[config.mk]
export PLATFORM = sky130hd
export DESIGN_NAME = conv_transposed_1d_overlap_add
export DESIGN_NICKNAME = d
export VERILOG_FILES = /design/src/rtl/conv_transposed_1d_overlap_add.sv
export SDC_FILE = /design/constraint.sdc
export NUM_CORES = 1
export LEC_CHECK = 0
export BUFFER_PORTS_ARGS = -buffer_cell sky130_fd_sc_hd__buf_2
export CORE_UTILIZATION = 51
export DETAILED_ROUTE_END_ITERATION = 10
export PLACE_DENSITY = 0.7
export REMOVE_ABC_BUFFERS = 1
export SLEW_MARGIN = 20
export SYNTH_ARGS = -nofsm -noshare
export SYNTH_HDL_FRONTEND = slang
export SYNTH_SLANG_ARGS = --single-unit
[constraint.sdc]
create_clock -name clk -period 7.1 [get_ports clk]
set_input_delay 0.355 -clock clk [delete_from_list [all_inputs] [get_ports clk]]
set_output_delay 0.355 -clock clk [all_outputs]
set_load 0.02 [all_outputs]
[src/rtl/conv_transposed_1d_overlap_add.sv]
// Overlap-add and crop stage of a transposed 1-D convolution: accumulates per-tap products
// into a K-deep circular buffer and streams finished samples. Optional macro: CONVT_OA_SAT_EN.
module conv_transposed_1d_overlap_add #(
  parameter int DATA_W         = 32,
  parameter int KERNEL_SIZE    = 3,
  parameter int STRIDE         = 1,
  parameter int PADDING        = 0,
  parameter int OUTPUT_PADDING = 0
) (
  input  logic                     clk,
  input  logic                     rst_n,
  input  logic                     in_valid,
  output logic                     in_ready,
  input  logic signed [DATA_W-1:0] in_data,
  input  logic                     in_last,
  output logic                     out_valid,
  input  logic                     out_ready,
  output logic signed [DATA_W-1:0] out_data,
  output logic                     out_last
`ifdef CONVT_OA_SAT_EN
  ,
  output logic                     sat_flag
`endif
);

  // Both streams: a beat transfers on a rising edge where valid && ready; a source
  // holds its valid and payload unchanged until that edge, and ready may not depend on valid.

  localparam int AW = (KERNEL_SIZE > 1) ? $clog2(KERNEL_SIZE) : 1;
  localparam int IW = $clog2(2 * KERNEL_SIZE);

  localparam logic [AW-1:0] TAP_LAST   = AW'(KERNEL_SIZE - 1);
  localparam logic [AW:0]   K_A        = (AW + 1)'(KERNEL_SIZE);
  localparam logic [IW-1:0] K_P        = IW'(KERNEL_SIZE);
  localparam logic [IW-1:0] P_P        = IW'(PADDING);
  localparam logic [IW-1:0] EMIT_LAST  = IW'(STRIDE - 1);
  localparam logic [IW-1:0] FLUSH_LAST = IW'(KERNEL_SIZE + OUTPUT_PADDING - 1);
  localparam logic [IW-1:0] KEEP_END   = IW'(KERNEL_SIZE + OUTPUT_PADDING - PADDING);
  localparam logic [IW-1:0] KEEP_LAST  = IW'(KERNEL_SIZE + OUTPUT_PADDING - PADDING - 1);

  if (STRIDE < 1 || STRIDE > KERNEL_SIZE || PADDING < 0 || PADDING >= KERNEL_SIZE ||
      OUTPUT_PADDING < 0 || OUTPUT_PADDING >= STRIDE) begin : g_param_check
    $fatal(1, "conv_transposed_1d_overlap_add: illegal STRIDE/PADDING/OUTPUT_PADDING");
  end

  typedef enum logic [1:0] {ACCUM, EMIT, FLUSH} state_t;

  state_t                    state_q, state_d;
  logic signed [DATA_W-1:0]  acc_q [KERNEL_SIZE];
  logic signed [DATA_W-1:0]  acc_d [KERNEL_SIZE];
  logic [AW-1:0]             base_q, base_d, tap_q, tap_d, base_nx;
  logic [IW-1:0]             pos_q, pos_d, raw_q, raw_d;
  logic [AW:0]               wr_sum;
  logic [AW-1:0]             wr_idx;
  logic signed [DATA_W-1:0]  add_res;
  logic                      advance, drop_d;
  logic                      out_valid_d, out_last_d, in_ready_d;
  logic signed [DATA_W-1:0]  value_d, out_data_d;

  assign wr_sum  = {1'b0, base_q} + {1'b0, tap_q};
  assign wr_idx  = (wr_sum >= K_A) ? AW'(wr_sum - K_A) : wr_sum[AW-1:0];
  assign base_nx = (base_q == TAP_LAST) ? '0 : base_q + 1'b1;

`ifdef CONVT_OA_SAT_EN
  localparam logic signed [DATA_W-1:0] SAT_MAX = {1'b0, {(DATA_W-1){1'b1}}};
  localparam logic signed [DATA_W-1:0] SAT_MIN = {1'b1, {(DATA_W-1){1'b0}}};
  logic signed [DATA_W:0] sum_ext;
  logic                   add_clamp;
  logic                   sat_d;
  assign sum_ext   = {acc_q[wr_idx][DATA_W-1], acc_q[wr_idx]} + {in_data[DATA_W-1], in_data};
  assign add_clamp = sum_ext[DATA_W] ^ sum_ext[DATA_W-1];
  assign add_res   = !add_clamp ? sum_ext[DATA_W-1:0] : (sum_ext[DATA_W] ? SAT_MIN : SAT_MAX);
`else
  assign add_res   = acc_q[wr_idx] + in_data;
`endif

  // A position advances when it is dropped (out_valid low) or its sample is taken.
  assign advance = (state_q != ACCUM) && (!out_valid || out_ready);

  always_comb begin
    acc_d   = acc_q;
    state_d = state_q;
    base_d  = base_q;
    tap_d   = tap_q;
    pos_d   = pos_q;
    raw_d   = raw_q;
`ifdef CONVT_OA_SAT_EN
    sat_d   = sat_flag;
`endif
    case (state_q)
      ACCUM: begin
        if (in_valid && in_ready) begin
          acc_d[wr_idx] = add_res;
`ifdef CONVT_OA_SAT_EN
          sat_d = sat_flag | add_clamp;
`endif
          if (tap_q == TAP_LAST) begin
            tap_d   = '0;
            pos_d   = '0;
            state_d = in_last ? FLUSH : EMIT;
          end else begin
            tap_d = tap_q + 1'b1;
          end
        end
      end
      default: begin
        if (advance) begin
          acc_d[base_q] = '0;
          base_d = base_nx;
          pos_d  = pos_q + 1'b1;
          if (raw_q != P_P) raw_d = raw_q + 1'b1;
          if (state_q == EMIT && pos_q == EMIT_LAST) begin
            state_d = ACCUM;
            pos_d   = '0;
          end
          if (state_q == FLUSH && pos_q == FLUSH_LAST) begin
            state_d = ACCUM;
            pos_d   = '0;
            raw_d   = '0;
            base_d  = '0;
`ifdef CONVT_OA_SAT_EN
            sat_d   = 1'b0;
`endif
          end
        end
      end
    endcase

    // Outputs are registered from next state, so the first position shows one cycle after tap K-1.
    drop_d      = (raw_d != P_P) || (state_d == FLUSH && pos_d >= KEEP_END);
    value_d     = (state_d == FLUSH && pos_d >= K_P) ? '0 : acc_d[base_d];
    out_valid_d = (state_d != ACCUM) && !drop_d;
    out_data_d  = out_valid_d ? value_d : '0;
    out_last_d  = out_valid_d && (state_d == FLUSH) && (pos_d == KEEP_LAST);
    in_ready_d  = (state_d == ACCUM);
  end

  always_ff @(posedge clk or negedge rst_n) begin
    if (!rst_n) begin
      for (int i = 0; i < KERNEL_SIZE; i++) acc_q[i] <= '0;
      state_q   <= ACCUM;
      base_q    <= '0;
      tap_q     <= '0;
      pos_q     <= '0;
      raw_q     <= '0;
      in_ready  <= 1'b0;
      out_valid <= 1'b0;
      out_data  <= '0;
      out_last  <= 1'b0;
`ifdef CONVT_OA_SAT_EN
      sat_flag  <= 1'b0;
`endif
    end else begin
      acc_q     <= acc_d;
      state_q   <= state_d;
      base_q    <= base_d;
      tap_q     <= tap_d;
      pos_q     <= pos_d;
      raw_q     <= raw_d;
      in_ready  <= in_ready_d;
      out_valid <= out_valid_d;
      out_data  <= out_data_d;
      out_last  <= out_last_d;
`ifdef CONVT_OA_SAT_EN
      sat_flag  <= sat_d;
`endif
    end
  end

endmodule

==> impl_table.tex, run 1 <==
\begin{tabular}{lr}
\hline
Metric & Value \\
\hline
\multicolumn{2}{l}{\textbf{GRT}} \\
\quad GRT Resource Usage Total & 0.297 \\
\quad Pin count of the biggest net entering global routing & 79 \\
\quad Number of global-route vias before repair & 7062 \\
\quad Grt total ovfl & 0 \\
\quad Number of antenna violations at the first check in global routing & 0 \\
\quad First-pass GRT wire length & roughly 38000 µm \\
\multicolumn{2}{l}{\textbf{Layout}} \\
\quad Area overhead of the layout relative to synthesis & 15.5\% \\
\quad Area taken by multi-input logic gates & approximately 0.0046 mm² \\
\quad Non-filler cells, final & 1189 \\
\quad Fraction of layout cells with a size suffix above 1 & 0.153 \\
\quad Net count of the finished layout & slightly above 1000 \\
\quad Filler Cells Inserted & 1402 \\
\quad Footprint of the flip-flops and latches & approximately 0.0036 mm² \\
\quad Number of antenna cells inserted & 0 \\
\multicolumn{2}{l}{\textbf{Worst setup path}} \\
\quad Startpoint kind of the worst setup timing path & flop \\
\quad Start point of the critical path & base\_q[0]\$\_DFF\_PN0\_ \\
\quad Cell repeated most along the worst path & ha\_1 \\
\quad Reg2Reg Launch Point & base\_q[0]\$\_DFF\_PN0\_ \\
\quad WP depth & 21 \\
\quad Worst r2r dst & out\_data[31]\$\_DFF\_PN0\_ \\
\quad Slack of the worst reg-to-reg path & between 1 and 1.5 ns \\
\quad Cell-by-cell trace of the critical path & ha\_1 -> inv\_1 -> fa\_1 -> inv\_1 -> ha\_1 -> nor2b\_1 -> mux2i\_4 -> buf\_4 -> buf\_4 -> mux2i\_1 -> o21ai\_0 -> ha\_1 -> and4\_4 -> o32a\_4 -> a41oi\_4 -> o211ai\_4 -> a21oi\_4 -> o21ai\_0 -> xnor2\_1 -> a22o\_1 -> a31o\_2 \\
\quad Depth of the most critical reg-to-reg path & 21 \\
\quad Largest stage delay on the critical path & 0.70 ns \\
\quad Crit Path Category & reg2reg \\
\quad CP Capture Point & out\_data[31]\$\_DFF\_PN0\_ \\
\quad Critical path endpoint category & flop \\
\quad Signal arrival time at the worst endpoint & around 6.3 ns \\
\quad Req. time, crit path & $\sim$7.5 ns \\
\quad Slowest library cell on the worst path & mux2i\_4 \\
\quad Delay-heaviest family, CP & compound AO/OA/AOI/OAI gates \\
\quad Critical path buffer and inverter count & 4 \\
\quad Crit path max fanout & 15 \\
\multicolumn{2}{l}{\textbf{Drt}} \\
\quad Detailed-routing iteration count for the pre-antenna-repair pass & 6 \\
\quad Number of vias in the routed layout & roughly 7000 \\
\quad Vias per cell & 6.06 \\
\quad Initial detailed-routing violation count & between 600 and 700 \\
\quad Routed wire length & 23500 µm \\
\quad Drt wl/cell & slightly below 20 µm \\
\quad Residual DRC count & 0 \\
\quad Post-detailed-route count of antenna-violating nets & 0 \\
\multicolumn{2}{l}{\textbf{Logic synthesis}} \\
\quad Post-synth EDFFs & 0 \\
\quad Netlist area before placement & between 0.008 and 0.009 mm² \\
\quad Synth Area in Simple Gates & 0.157 \\
\quad Unique cell type count in the Yosys netlist & 72 \\
\quad Fraction of the mapped netlist area in adder cells & 0.0628 \\
\quad Proportion of synthesized flip-flops having asynchronous set or reset & 1.00 \\
\quad Count of state elements after synthesis & 143 \\
\quad Proportion of synthesized chip area in sequential cells & 0.426 \\
\quad Cell taking the most area after synthesis & dfrtp\_1 \\
\quad Combinational family with the most area after synthesis & compound AO/OA/AOI/OAI gates \\
\quad Main flop type after synthesis & dfrtp\_1 \\
\quad Cells after synthesis & 898 \\
\quad Average cell area after synthesis & approximately 9.4 µm² \\
\quad Fraction of the mapped netlist area in compound gates & 0.233 \\
\quad Most area-consuming cells after synthesis & dfrtp\_1, ha\_1, a22o\_1 \\
\quad Post-synthesis share of cell area spent on xor and xnor gates & 0.0323 \\
\quad Area share of the largest cell type after synthesis & 0.426 \\
\quad Multiplexer area fraction after synthesis & 0.0524 \\
\quad Count of warnings emitted by yosys & 0 \\
\multicolumn{2}{l}{\textbf{Clocking}} \\
\quad Worst-Skew Late Latency & about 0.43 ns \\
\quad H-tree depth reported by CTS & 4 \\
\quad Clock-pin slew reported for the worst setup and hold paths after clock tree synthesis & 0.06 ns \\
\quad TritonCTS clock tree & yes \\
\quad Post-CTS Setup Inserts & 0 \\
\quad Buffers from clock root to sink, at most & 2 \\
\quad Number of clock sinks & between 100 and 150 \\
\quad Total of cells resized after clock tree synthesis & 0 \\
\quad Clock Tree Root & clkbuf\_16 \\
\quad TritonCTS buffer count & 17 \\
\multicolumn{2}{l}{\textbf{Timing}} \\
\quad Slew Limit Headroom & 0.237 \\
\quad Highest clock rate & approximately 170 MHz \\
\quad Part of the cycle the worst path needs & 0.839 \\
\quad Max-slew violation count & 0 \\
\quad RSZ-0062 raised after global routing & false \\
\quad Min Tclk post-route & between 5 and 6 ns \\
\quad Post-Route Skew & approximately 0.0093 ns \\
\quad Final count of hold timing violations & 0 \\
\quad Total of endpoints with negative setup slack in the final report & 0 \\
\quad Actual transition at the worst max-transition pin & $\sim$1.1 ns \\
\multicolumn{2}{l}{\textbf{Die}} \\
\quad Area of the placeable core & 0.0160 mm² \\
\quad Width of the chip & $\sim$130 µm \\
\quad Die Area & 0.0170 mm² \\
\quad Cell row count & 46 \\
\quad Starting density of the core & 0.525 \\
\quad Die Span Y & $\sim$130 µm \\
\quad I/O pin cnt & 72 \\
\multicolumn{2}{l}{\textbf{Place}} \\
\quad Input/output buffers & between 70 and 80 \\
\quad Total instance count after detailed placement & 1155 \\
\quad Last weighted congestion value of the routability-driven placer & between 0.9 and 1 \\
\quad Detail Placement HPWL & approximately 15000 µm \\
\multicolumn{2}{l}{\textbf{Flow run}} \\
\quad Max-cap violation count & 0 \\
\multicolumn{2}{l}{\textbf{Outcome}} \\
\quad Run status & finished clean \\
\multicolumn{2}{l}{\textbf{Min path}} \\
\quad Min-delay worst type & in2reg \\
\hline
\end{tabular}
## kinds of logic after synthesis
logic type	count (synthesis)
multiplexers	44
AO/OA/AOI/OAI	283
flip-flops	143
adder cells (fa/ha/maj)	41
buffers and inverters	76
XOR/XNOR	31
AND/OR/NAND/NOR	280
## layout make-up
class                      instances  area share
sequential                       143       0.369
clock inverter                    10      0.0162
tap                              216      0.0278
multi-input combinational        679       0.471
inverter                          29      0.0112
clock buffer                      22      0.0499
timing repair buffer              90      0.0555
## layout by cell type (no fill, tap or decap), drive strengths merged, types with 3 or more instances in the layout
master,netlist,routed
a211oi,5,5
a21o,15,15
a21oi,50,50
a22o,55,55
a22oi,10,10
a31o,4,4
a31oi,6,6
a32oi,4,4
and2,6,6
and3,6,6
buf,13,89
bufinv,0,4
clkbuf,34,22
clkinv,0,3
clkinvlp,0,3
dfrtp,143,143
ha,39,39
inv,29,29
mux2i,44,44
nand2,121,121
nand2b,16,16
nand3,42,42
nand3b,4,4
nand4,3,3
nor2,52,52
nor2b,7,7
nor3,7,7
nor3b,3,3
o211ai,14,14
o21a,6,6
o21ai,85,85
o21bai,5,5
o22ai,3,3
o31ai,4,4
o32ai,4,4
or3,3,3
xnor2,21,21
xor2,10,10
## cells in the mapped netlist, types with 3 or more instances
cell,count
dfrtp_1,143
nand2_1,121
o21ai_0,81
a22o_1,54
a21oi_1,49
nor2_1,48
mux2i_1,44
nand3_1,42
ha_1,39
clkbuf_1,34
inv_1,29
xnor2_1,21
nand2b_1,16
a21o_1,14
o211ai_1,13
a22oi_1,10
xor2_1,10
nor2b_1,7
a31oi_1,6
and3_1,6
buf_1,6
o21a_1,6
a211oi_1,5
and2_1,5
nor3_1,5
buf_2,4
nand3b_1,4
o21bai_1,4
o31ai_1,4
o32ai_1,4
a31o_2,3
a32oi_1,3
nand4_1,3
nor2_2,3
nor3b_1,3
o21ai_1,3
o22ai_1,3
or3_1,3
## metrics by stage
step           instance area [µm²]  TNS (ns)  worst slack, ns  hold slack (ns)   util
2_1_floorplan                 8210    -60.09            -1.10           0.0594      -
3_3_place_gp                  9030         0             1.39            0.443  0.564
3_5_place_dp                  9030         0             1.19            0.443  0.564
4_1_cts                       9680         0             1.15            0.191  0.605
5_1_grt                       9710         0            0.719            0.213  0.607
6_report                      9710         0             1.14            0.204  0.607
## flip-flops by register name (all words and copies together) (netlist names)
signal,flops
state_q,2
in_ready,1
out_last,1
base_q,2
raw_q,3
pos_q,3
out_valid,1
tap_q,2
acc_q,96
out_data,32
## metal layers
metal  routed length [µm]  track usage  up-vias
li1                     -            -     3376
met1                10700        0.407     3493
met2                10800        0.468      288
met3                 1520       0.0497       48
met4                  526        0.125        0
met5                    0            0        -
## how the worst min path moves through the flow
stage | from | end | cells after the start
after global routing | in_last | state_q[1]$_DFF_PN0_ | 2
after floorplan | rst_n | acc_q[0]$_DFF_PN0_ | 0
after detailed placement | rst_n | out_data[3]$_DFF_PN0_ | 1
after CTS | in_last | state_q[1]$_DFF_PN0_ | 2
after global placement | rst_n | out_data[3]$_DFF_PN0_ | 1
final | in_last | state_q[1]$_DFF_PN0_ | 2
## what timing repair did
action,in CTS,in global routing
hold buffers,1,0
endpoints found under the setup margin,0,0
endpoints found under the hold margin,37,0
Power of run 1 is not shown: default switching activity piles up to over one toggle a cycle in this logic, so the estimate is an artifact.
==> run 2: changes to the inputs <==
==> constraint.sdc (replaced) <==
create_clock -name clk -period 6.2 [get_ports clk]
set_input_delay 0.31 -clock clk [delete_from_list [all_inputs] [get_ports clk]]
set_output_delay 0.31 -clock clk [all_outputs]
set_load 0.02 [all_outputs]
==> run 2 against run 1 <==
  * Register-to-register slack worse by 0.77 ns
  * Non-clock buffer count is 7 higher
  * Routed wire length is 0.92% lower
  * Clock skew is 0.0023 ns lower
  * Worst hold slack worse by 0.049 ns
  * Critical path depth is 2 higher
  * Maximum frequency is 2.2% higher
  * Design area is 0.50% lower
  * Die area stayed put
  * Via count is 0.35% higher
  * Sequential share of layout area is 0.19 points higher
==> impl_table.tex, run 2 (same netlist as run 1, synthesis figures left out) <==
\begin{tabular}{lr}
\hline
Metric & Value \\
\hline
\multicolumn{2}{l}{\textbf{Outcome}} \\
\quad Run status & finished clean \\
\multicolumn{2}{l}{\textbf{Place}} \\
\quad Last weighted congestion value of the routability-driven placer & 0.943 (+0.90\%) \\
\quad Input/output buffers & 71 (unchanged) \\
\quad Detail Placement HPWL & 15900 µm (+3.1\%) \\
\quad Pre-CTS worst setup slack & 0.360 ns (-0.827 ns) \\
\multicolumn{2}{l}{\textbf{Layout}} \\
\quad Area overhead of the layout relative to synthesis & 14.9\% \\
\quad Register bank with the most flops & acc\_q \\
\quad Area taken by multi-input logic gates & 0.00458 mm² (+0.11\%) \\
\quad Fraction of layout cells with a size suffix above 1 & 0.154 (+0.00126) \\
\quad Most frequent standard cell in the layout excluding fill and tap cells & dfrtp\_1 \\
\quad Most frequent cells in the layout & dfrtp\_1, nand2\_1, o21ai\_0 \\
\quad Footprint of the flip-flops and latches & 0.00358 mm² (unchanged) \\
\quad Largest regs & acc\_q (96), out\_data (32) \\
\quad Number of antenna cells inserted & 0 (unchanged) \\
\quad Filler Cells Inserted & 1451 (+3.5\%) \\
\quad Net count of the finished layout & 1045 (+0.67\%) \\
\quad Max FFs per register & 96 (unchanged) \\
\multicolumn{2}{l}{\textbf{Timing}} \\
\quad Actual transition at the worst max-transition pin & 1.08 ns (-0.0690 ns) \\
\quad Final count of hold timing violations & 0 (unchanged) \\
\quad Post-Route Skew & 0.00710 ns (-0.00225 ns) \\
\quad Min Tclk post-route & 5.83 ns (-0.126 ns) \\
\quad Slew Limit Headroom & 0.283 (+0.0460) \\
\quad Max-slew violation count & 0 (unchanged) \\
\quad Highest clock rate & 171 MHz (+2.2\%) \\
\quad Part of the cycle the worst path needs & 0.941 (+0.102) \\
\quad Total of endpoints with negative setup slack in the final report & 0 (unchanged) \\
\quad Post-layout worst setup margin & 0.368 ns (-0.774 ns) \\
\quad RSZ-0062 raised after global routing & false \\
\quad Hold Slack & 0.156 ns (-0.0486 ns) \\
\multicolumn{2}{l}{\textbf{GRT}} \\
\quad Number of antenna violations at the first check in global routing & 0 (unchanged) \\
\quad Grt total ovfl & 0 (unchanged) \\
\quad First-pass GRT wire length & 38000 µm (+0.68\%) \\
\quad Number of global-route vias before repair & 7009 (-0.75\%) \\
\quad GRT Resource Usage Total & 0.295 (-0.00214) \\
\quad Pin count of the biggest net entering global routing & 88 (+11\%) \\
\multicolumn{2}{l}{\textbf{Die}} \\
\quad Width of the chip & 130 µm (unchanged) \\
\quad Cell row count & 46 (unchanged) \\
\quad Die Area & 0.0170 mm² (unchanged) \\
\quad Die Span Y & 130 µm (unchanged) \\
\quad Area of the placeable core & 0.0160 mm² (unchanged) \\
\quad I/O pin cnt & 72 (unchanged) \\
\quad Starting density of the core & 0.525 (unchanged) \\
\multicolumn{2}{l}{\textbf{Min path}} \\
\quad Min-delay worst type & in2reg \\
\quad Cell count of the worst hold path & 2 (unchanged) \\
\multicolumn{2}{l}{\textbf{Drt}} \\
\quad Detailed-routing iteration count for the pre-antenna-repair pass & 7 (+1) \\
\quad Residual DRC count & 0 (unchanged) \\
\quad Vias per cell & 6.06 (about the same) \\
\quad Drt wl/cell & 19.5 µm (-1.3\%) \\
\quad Initial detailed-routing violation count & 668 (+4.2\%) \\
\quad Post-detailed-route count of antenna-violating nets & 0 (unchanged) \\
\quad Routed wire length & 23300 µm (-0.92\%) \\
\quad Number of vias in the routed layout & 7230 (+0.35\%) \\
\multicolumn{2}{l}{\textbf{Worst setup path}} \\
\quad Largest stage delay on the critical path & 0.52 ns (-0.18 ns) \\
\quad Signal arrival time at the worst endpoint & 6.10 ns (-0.22 ns) \\
\quad Critical path buffer and inverter count & 4 (unchanged) \\
\quad Critical path endpoint category & flop \\
\quad WP depth & 23 (+9.5\%) \\
\quad Crit path max fanout & 9 (-6) \\
\quad Startpoint kind of the worst setup timing path & flop \\
\quad Crit Path Category & reg2reg \\
\quad Cell-by-cell trace of the critical path & ha\_1 -> inv\_1 -> fa\_1 -> inv\_1 -> ha\_1 -> nor2b\_1 -> nor2b\_1 -> o21ai\_0 -> nor2\_4 -> buf\_4 -> nand2\_1 -> o21ai\_0 -> ha\_1 -> a21oi\_1 -> o21ai\_0 -> inv\_1 -> a31oi\_1 -> o21ai\_0 -> o31ai\_1 -> xnor2\_1 -> nor2\_1 -> a211oi\_1 -> o32ai\_1 \\
\quad Slowest library cell on the worst path & fa\_1 \\
\quad Delay-heaviest family, CP & compound AO/OA/AOI/OAI gates \\
\quad Cell repeated most along the worst path & o21ai\_0 \\
\quad Req. time, crit path & 6.47 ns (-1.00 ns) \\
\quad Depth of the most critical reg-to-reg path & 23 (+9.5\%) \\
\multicolumn{2}{l}{\textbf{Clocking}} \\
\quad Clock Tree Root & clkbuf\_16 \\
\quad Buffers from clock root to sink, at most & 2 (unchanged) \\
\quad H-tree depth reported by CTS & 4 (unchanged) \\
\quad TritonCTS buffer count & 17 (unchanged) \\
\quad Number of clock sinks & 143 (unchanged) \\
\quad Worst-Skew Late Latency & 0.43 ns (about the same) \\
\quad TritonCTS clock tree & yes \\
\quad Clock-pin slew reported for the worst setup and hold paths after clock tree synthesis & 0.06 ns (about the same) \\
\multicolumn{2}{l}{\textbf{Flow run}} \\
\quad Max-cap violation count & 0 (unchanged) \\
\hline
\end{tabular}
-- run 2: final cells by class --
type | instances | area share
timing repair buffer | 97 | 0.0592
tap | 216 | 0.0280
clock buffer | 23 | 0.0484
sequential | 143 | 0.370
clock inverter | 7 | 0.00907
inverter | 29 | 0.0113
multi-input combinational | 679 | 0.474
-- run 2: final timing paths --
| path | slack, ns | to | startpoint |
|---|---|---|---|
| setup / recovery | 0.37 | out_data[24]$_DFF_PN0_ | base_q[0]$_DFF_PN0_ |
| hold / removal | 0.16 | state_q[1]$_DFF_PN0_ | in_last |
| setup reg to reg | 0.37 | out_data[24]$_DFF_PN0_ | base_q[0]$_DFF_PN0_ |
| hold reg to reg | 0.51 | acc_q[88]$_DFF_PN0_ | acc_q[88]$_DFF_PN0_ |
| max in group asynchronous | 4.52 | acc_q[45]$_DFF_PN0_ | rst_n |
| min in group asynchronous | 0.49 | acc_q[67]$_DFF_PN0_ | rst_n |
-- run 2: repair_timing --
item,4_1_cts,5_1_grt
setup endpoints to repair,0,6
hold endpoints to repair,45,0
buffers inserted,0,3
resized for setup,0,1
hold buffers,1,0
-- run 2: per-layer routing --
| metal | part of all wire | wire length, µm | GRT usage | vias to the layer above |
|---|---|---|---|---|
| met4 | 0.021 | 498 | 0.0953 | 0 |
| met1 | 0.46 | 10700 | 0.429 | 3535 |
| met3 | 0.065 | 1520 | 0.0395 | 41 |
| met2 | 0.45 | 10600 | 0.457 | 266 |
| met5 | 0 | 0 | 0 | - |
| li1 | - | - | - | 3388 |
-- run 2: worst register-to-register path: stages (launching register included) --
cell	delay, ns
dfrtp_1	0.48
ha_1	0.19
inv_1	0.05
fa_1	0.52
inv_1	0.06
ha_1	0.19
nor2b_1	0.30
nor2b_1	0.25
o21ai_0	0.29
nor2_4	0.36
buf_4	0.22
nand2_1	0.06
o21ai_0	0.10
ha_1	0.29
a21oi_1	0.09
o21ai_0	0.47
inv_1	0.12
a31oi_1	0.25
o21ai_0	0.27
o31ai_1	0.45
xnor2_1	0.20
nor2_1	0.09
a211oi_1	0.26
o32ai_1	0.11
-- run 2: through the flow --
step | utilization | TNS [ns] | std cells | cell area [µm²]
3_5_place_dp | 0.567 | 0 | 1160 | 9070
5_1_grt | 0.604 | 0 | 1194 | 9660
4_1_cts | 0.602 | 0 | 1191 | 9630
2_1_floorplan | - | -171.41 | 851 | 8210
3_3_place_gp | 0.567 | 0 | 1160 | 9070
6_report | 0.604 | 0 | 1194 | 9660
Power of run 2 is left out for the same reason.
==> run 3: changes to the inputs <==
--- a/config.mk
+++ b/config.mk
@@ -10,7 +10,7 @@
 export DETAILED_ROUTE_END_ITERATION = 10
 export PLACE_DENSITY = 0.7
 export REMOVE_ABC_BUFFERS = 1
-export SLEW_MARGIN = 20
+export SLEW_MARGIN = 30
 export SYNTH_ARGS = -nofsm -noshare
 export SYNTH_HDL_FRONTEND = slang
 export SYNTH_SLANG_ARGS = --single-unit
==> constraint.sdc (replaced) <==
create_clock -name clk -period 5.4 [get_ports clk]
set_input_delay 0.27 -clock clk [delete_from_list [all_inputs] [get_ports clk]]
set_output_delay 0.27 -clock clk [all_outputs]
set_load 0.02 [all_outputs]
==> run 3 against run 2 <==
  * Global-route usage is 0.44 points higher
  * Routed wire length is 4.5% higher
  * Flip-flop and latch count stayed put
  * Critical endpoint is now out_data[23]$_DFF_PN0_
  * Setup slack worse by 0.15 ns
  * Highest routed layer unchanged
  * First-iteration DRC count is 9.6% lower
  * Largest cell class unchanged
  * Clock skew hardly changed
  * Sequential share of layout area is 1.1 points lower
  * Count of clock-buffer cells in the layout is 3 lower
  * Worst hold slack worse by 0.033 ns
==> impl_table.tex, run 3 (same netlist as run 1, synthesis figures left out) <==
\begin{tabular}{lr}
\hline
Metric & Value \\
\hline
\multicolumn{2}{l}{\textbf{GRT}} \\
\quad Pin count of the biggest net entering global routing & 82 (-6.8\%) \\
\quad Number of global-route vias before repair & 7011 (+0.029\%) \\
\quad Number of antenna violations at the first check in global routing & 1 (+1) \\
\quad Grt total ovfl & 0 (unchanged) \\
\quad GRT Resource Usage Total & 0.299 (+0.00436) \\
\quad First-pass GRT wire length & 38100 µm (+0.34\%) \\
\multicolumn{2}{l}{\textbf{Place}} \\
\quad Total instance count after detailed placement & 1169 (+0.78\%) \\
\quad Detail Placement HPWL & 15900 µm (+0.30\%) \\
\quad Pre-CTS worst setup slack & 0.0390 ns (-0.321 ns) \\
\quad Last weighted congestion value of the routability-driven placer & 0.936 (-0.75\%) \\
\quad Input/output buffers & 71 (unchanged) \\
\multicolumn{2}{l}{\textbf{Clocking}} \\
\quad Clock-pin slew reported for the worst setup and hold paths after clock tree synthesis & 0.06 ns (about the same) \\
\quad Worst-Skew Late Latency & 0.43 ns (about the same) \\
\quad Number of clock sinks & 143 (unchanged) \\
\quad TritonCTS clock tree & yes \\
\quad Buffers from clock root to sink, at most & 2 (unchanged) \\
\quad TritonCTS buffer count & 17 (unchanged) \\
\quad Clock Tree Root & clkbuf\_16 \\
\quad H-tree depth reported by CTS & 4 (unchanged) \\
\multicolumn{2}{l}{\textbf{Drt}} \\
\quad Drt wl/cell & 20.1 µm (+2.9\%) \\
\quad Vias per cell & 6.02 (-0.57\%) \\
\quad Number of vias in the routed layout & 7297 (+0.93\%) \\
\quad Detailed-routing iteration count for the pre-antenna-repair pass & 5 (-2) \\
\quad Post-detailed-route count of antenna-violating nets & 0 (unchanged) \\
\quad Routed wire length & 24400 µm (+4.5\%) \\
\quad Initial detailed-routing violation count & 604 (-9.6\%) \\
\quad Residual DRC count & 0 (unchanged) \\
\multicolumn{2}{l}{\textbf{Layout}} \\
\quad Largest regs & acc\_q (96), out\_data (32) \\
\quad Max FFs per register & 96 (unchanged) \\
\quad Fraction of layout cells with a size suffix above 1 & 0.190 (+0.0356) \\
\quad Area overhead of the layout relative to synthesis & 18.3\% \\
\quad Net count of the finished layout & 1060 (+1.4\%) \\
\quad Most frequent standard cell in the layout excluding fill and tap cells & dfrtp\_1 \\
\quad Non-filler cells, final & 1212 (+1.5\%) \\
\quad Most frequent cells in the layout & dfrtp\_1, nand2\_1, o21ai\_0 \\
\quad Register bank with the most flops & acc\_q \\
\multicolumn{2}{l}{\textbf{Worst setup path}} \\
\quad Crit Path Category & reg2reg \\
\quad Depth of the most critical reg-to-reg path & 22 (-4.3\%) \\
\quad Req. time, crit path & 5.71 ns (-0.76 ns) \\
\quad Slack of the worst reg-to-reg path & 0.22 ns (-0.15 ns) \\
\quad Signal arrival time at the worst endpoint & 5.49 ns (-0.61 ns) \\
\quad Worst r2r dst & out\_data[23]\$\_DFF\_PN0\_ \\
\quad Startpoint kind of the worst setup timing path & flop \\
\quad Reg2Reg Launch Point & tap\_q[0]\$\_DFFE\_PN0P\_ \\
\quad Critical path endpoint category & flop \\
\quad Crit path max fanout & 9 (unchanged) \\
\multicolumn{2}{l}{\textbf{Timing}} \\
\quad Total of endpoints with negative setup slack in the final report & 0 (unchanged) \\
\quad Actual transition at the worst max-transition pin & 0.991 ns (-0.0850 ns) \\
\quad Highest clock rate & 193 MHz (+13\%) \\
\quad Part of the cycle the worst path needs & 0.959 (+0.0186) \\
\quad Min Tclk post-route & 5.18 ns (-0.652 ns) \\
\quad Slew Limit Headroom & 0.339 (+0.0566) \\
\quad Max-slew violation count & 0 (unchanged) \\
\quad Post-layout worst setup margin & 0.220 ns (-0.148 ns) \\
\quad Post-Route Skew & 0.00746 ns (+0.000369 ns) \\
\quad Final count of hold timing violations & 0 (unchanged) \\
\multicolumn{2}{l}{\textbf{Die}} \\
\quad Area of the placeable core & 0.0160 mm² (unchanged) \\
\quad Starting density of the core & 0.525 (unchanged) \\
\quad Width of the chip & 130 µm (unchanged) \\
\quad Die Area & 0.0170 mm² (unchanged) \\
\quad Cell row count & 46 (unchanged) \\
\quad Die Span Y & 130 µm (unchanged) \\
\quad I/O pin cnt & 72 (unchanged) \\
\multicolumn{2}{l}{\textbf{Min path}} \\
\quad Start point of the worst min-delay path & in\_last \\
\quad Cell count of the worst hold path & 2 (unchanged) \\
\quad WHS Endpoint & state\_q[1]\$\_DFF\_PN0\_ \\
\quad Min-delay worst type & in2reg \\
\multicolumn{2}{l}{\textbf{Flow run}} \\
\quad Max-cap violation count & 0 (unchanged) \\
\multicolumn{2}{l}{\textbf{Outcome}} \\
\quad Run status & finished clean \\
\hline
\end{tabular}
==> run 3: cell count changes in the layout (fill, tap and decap cells not counted), sizes merged <==
cell / before / now
clkinv: 4 / 3
diode: 0 / 1
inv: 29 / 31
clkbuf: 23 / 21
clkinvlp: 1 / 5
buf: 96 / 110
==> run 3: layout make-up <==
type	count	area (µm²)
flip-flops and latches	143	3580
clock inverters	12	134
diodes	1	2.50
fillers	1384	6050
inverters	29	109
repair buffers	112	726
multi-input cells	679	4660
well taps	216	270
clock buffers	20	467
==> run 3: what timing repair did <==
| item | CTS | global route |
|---|---|---|
| gates resized for setup | 1 | 25 |
| hold buffers | 1 | 0 |
| pin swaps | 0 | 9 |
| endpoints found under the hold margin | 80 | 0 |
| endpoints found under the setup margin | 1 | 24 |
| buffers inserted | 0 | 8 |
| cloned | 0 | 1 |
==> run 3: metrics by stage <==
step	utilization	setup TNS, ns	instance area, µm²	hold WS (ns)
detailed placement	0.572	0	9150	0.360
global placement	0.572	0	9150	0.360
floorplan	-	-273.81	8210	-0.0256
finish	0.622	0	9950	0.122
CTS	0.610	0	9760	0.114
global route	0.622	-0.0874	9940	0.134
==> run 3: worst max-delay path by stage <==
stage                    startpoint                endpoint  slack (ns)  cells past startpoint
2_1_floorplan   base_q[0]$_DFF_PN0_  out_data[29]$_DFF_PN0_       -2.80                     21
3_3_place_gp   tap_q[0]$_DFFE_PN0P_  out_data[24]$_DFF_PN0_        0.13                     25
3_5_place_dp   tap_q[0]$_DFFE_PN0P_  out_data[28]$_DFF_PN0_        0.04                     22
4_1_cts        tap_q[0]$_DFFE_PN0P_  out_data[29]$_DFF_PN0_        0.08                     21
5_1_grt        tap_q[0]$_DFFE_PN0P_  out_data[30]$_DFF_PN0_       -0.05                     24
6_report       tap_q[0]$_DFFE_PN0P_  out_data[23]$_DFF_PN0_        0.22                     22
==> run 3: worst max-delay path, stage by stage (launching register included) <==
cell and delay, ns:
dfrtp_1 0.42, ha_1 0.18, inv_1 0.05, fa_1 0.52, inv_1 0.05, ha_1 0.23
nor2b_4 0.18, mux2i_4 0.34, buf_8 0.21, buf_4 0.17, mux2i_1 0.19, o21ai_0 0.10
ha_1 0.25, a21o_1 0.19, a211oi_1 0.25, o21ai_0 0.20, a41oi_4 0.32, o211ai_4 0.12
a21oi_4 0.24, xnor2_1 0.17, a22o_1 0.25, nor2b_1 0.13, a221o_1 0.29
==> run 3: layer usage <==
metal,track usage,share of wire,up-vias
met3,0.0423,0.068,49
li1,-,-,3421
met2,0.461,0.45,291
met5,0,0,-
met4,0.110,0.023,0
met1,0.430,0.46,3536
Power of run 3 is left out for the same reason.
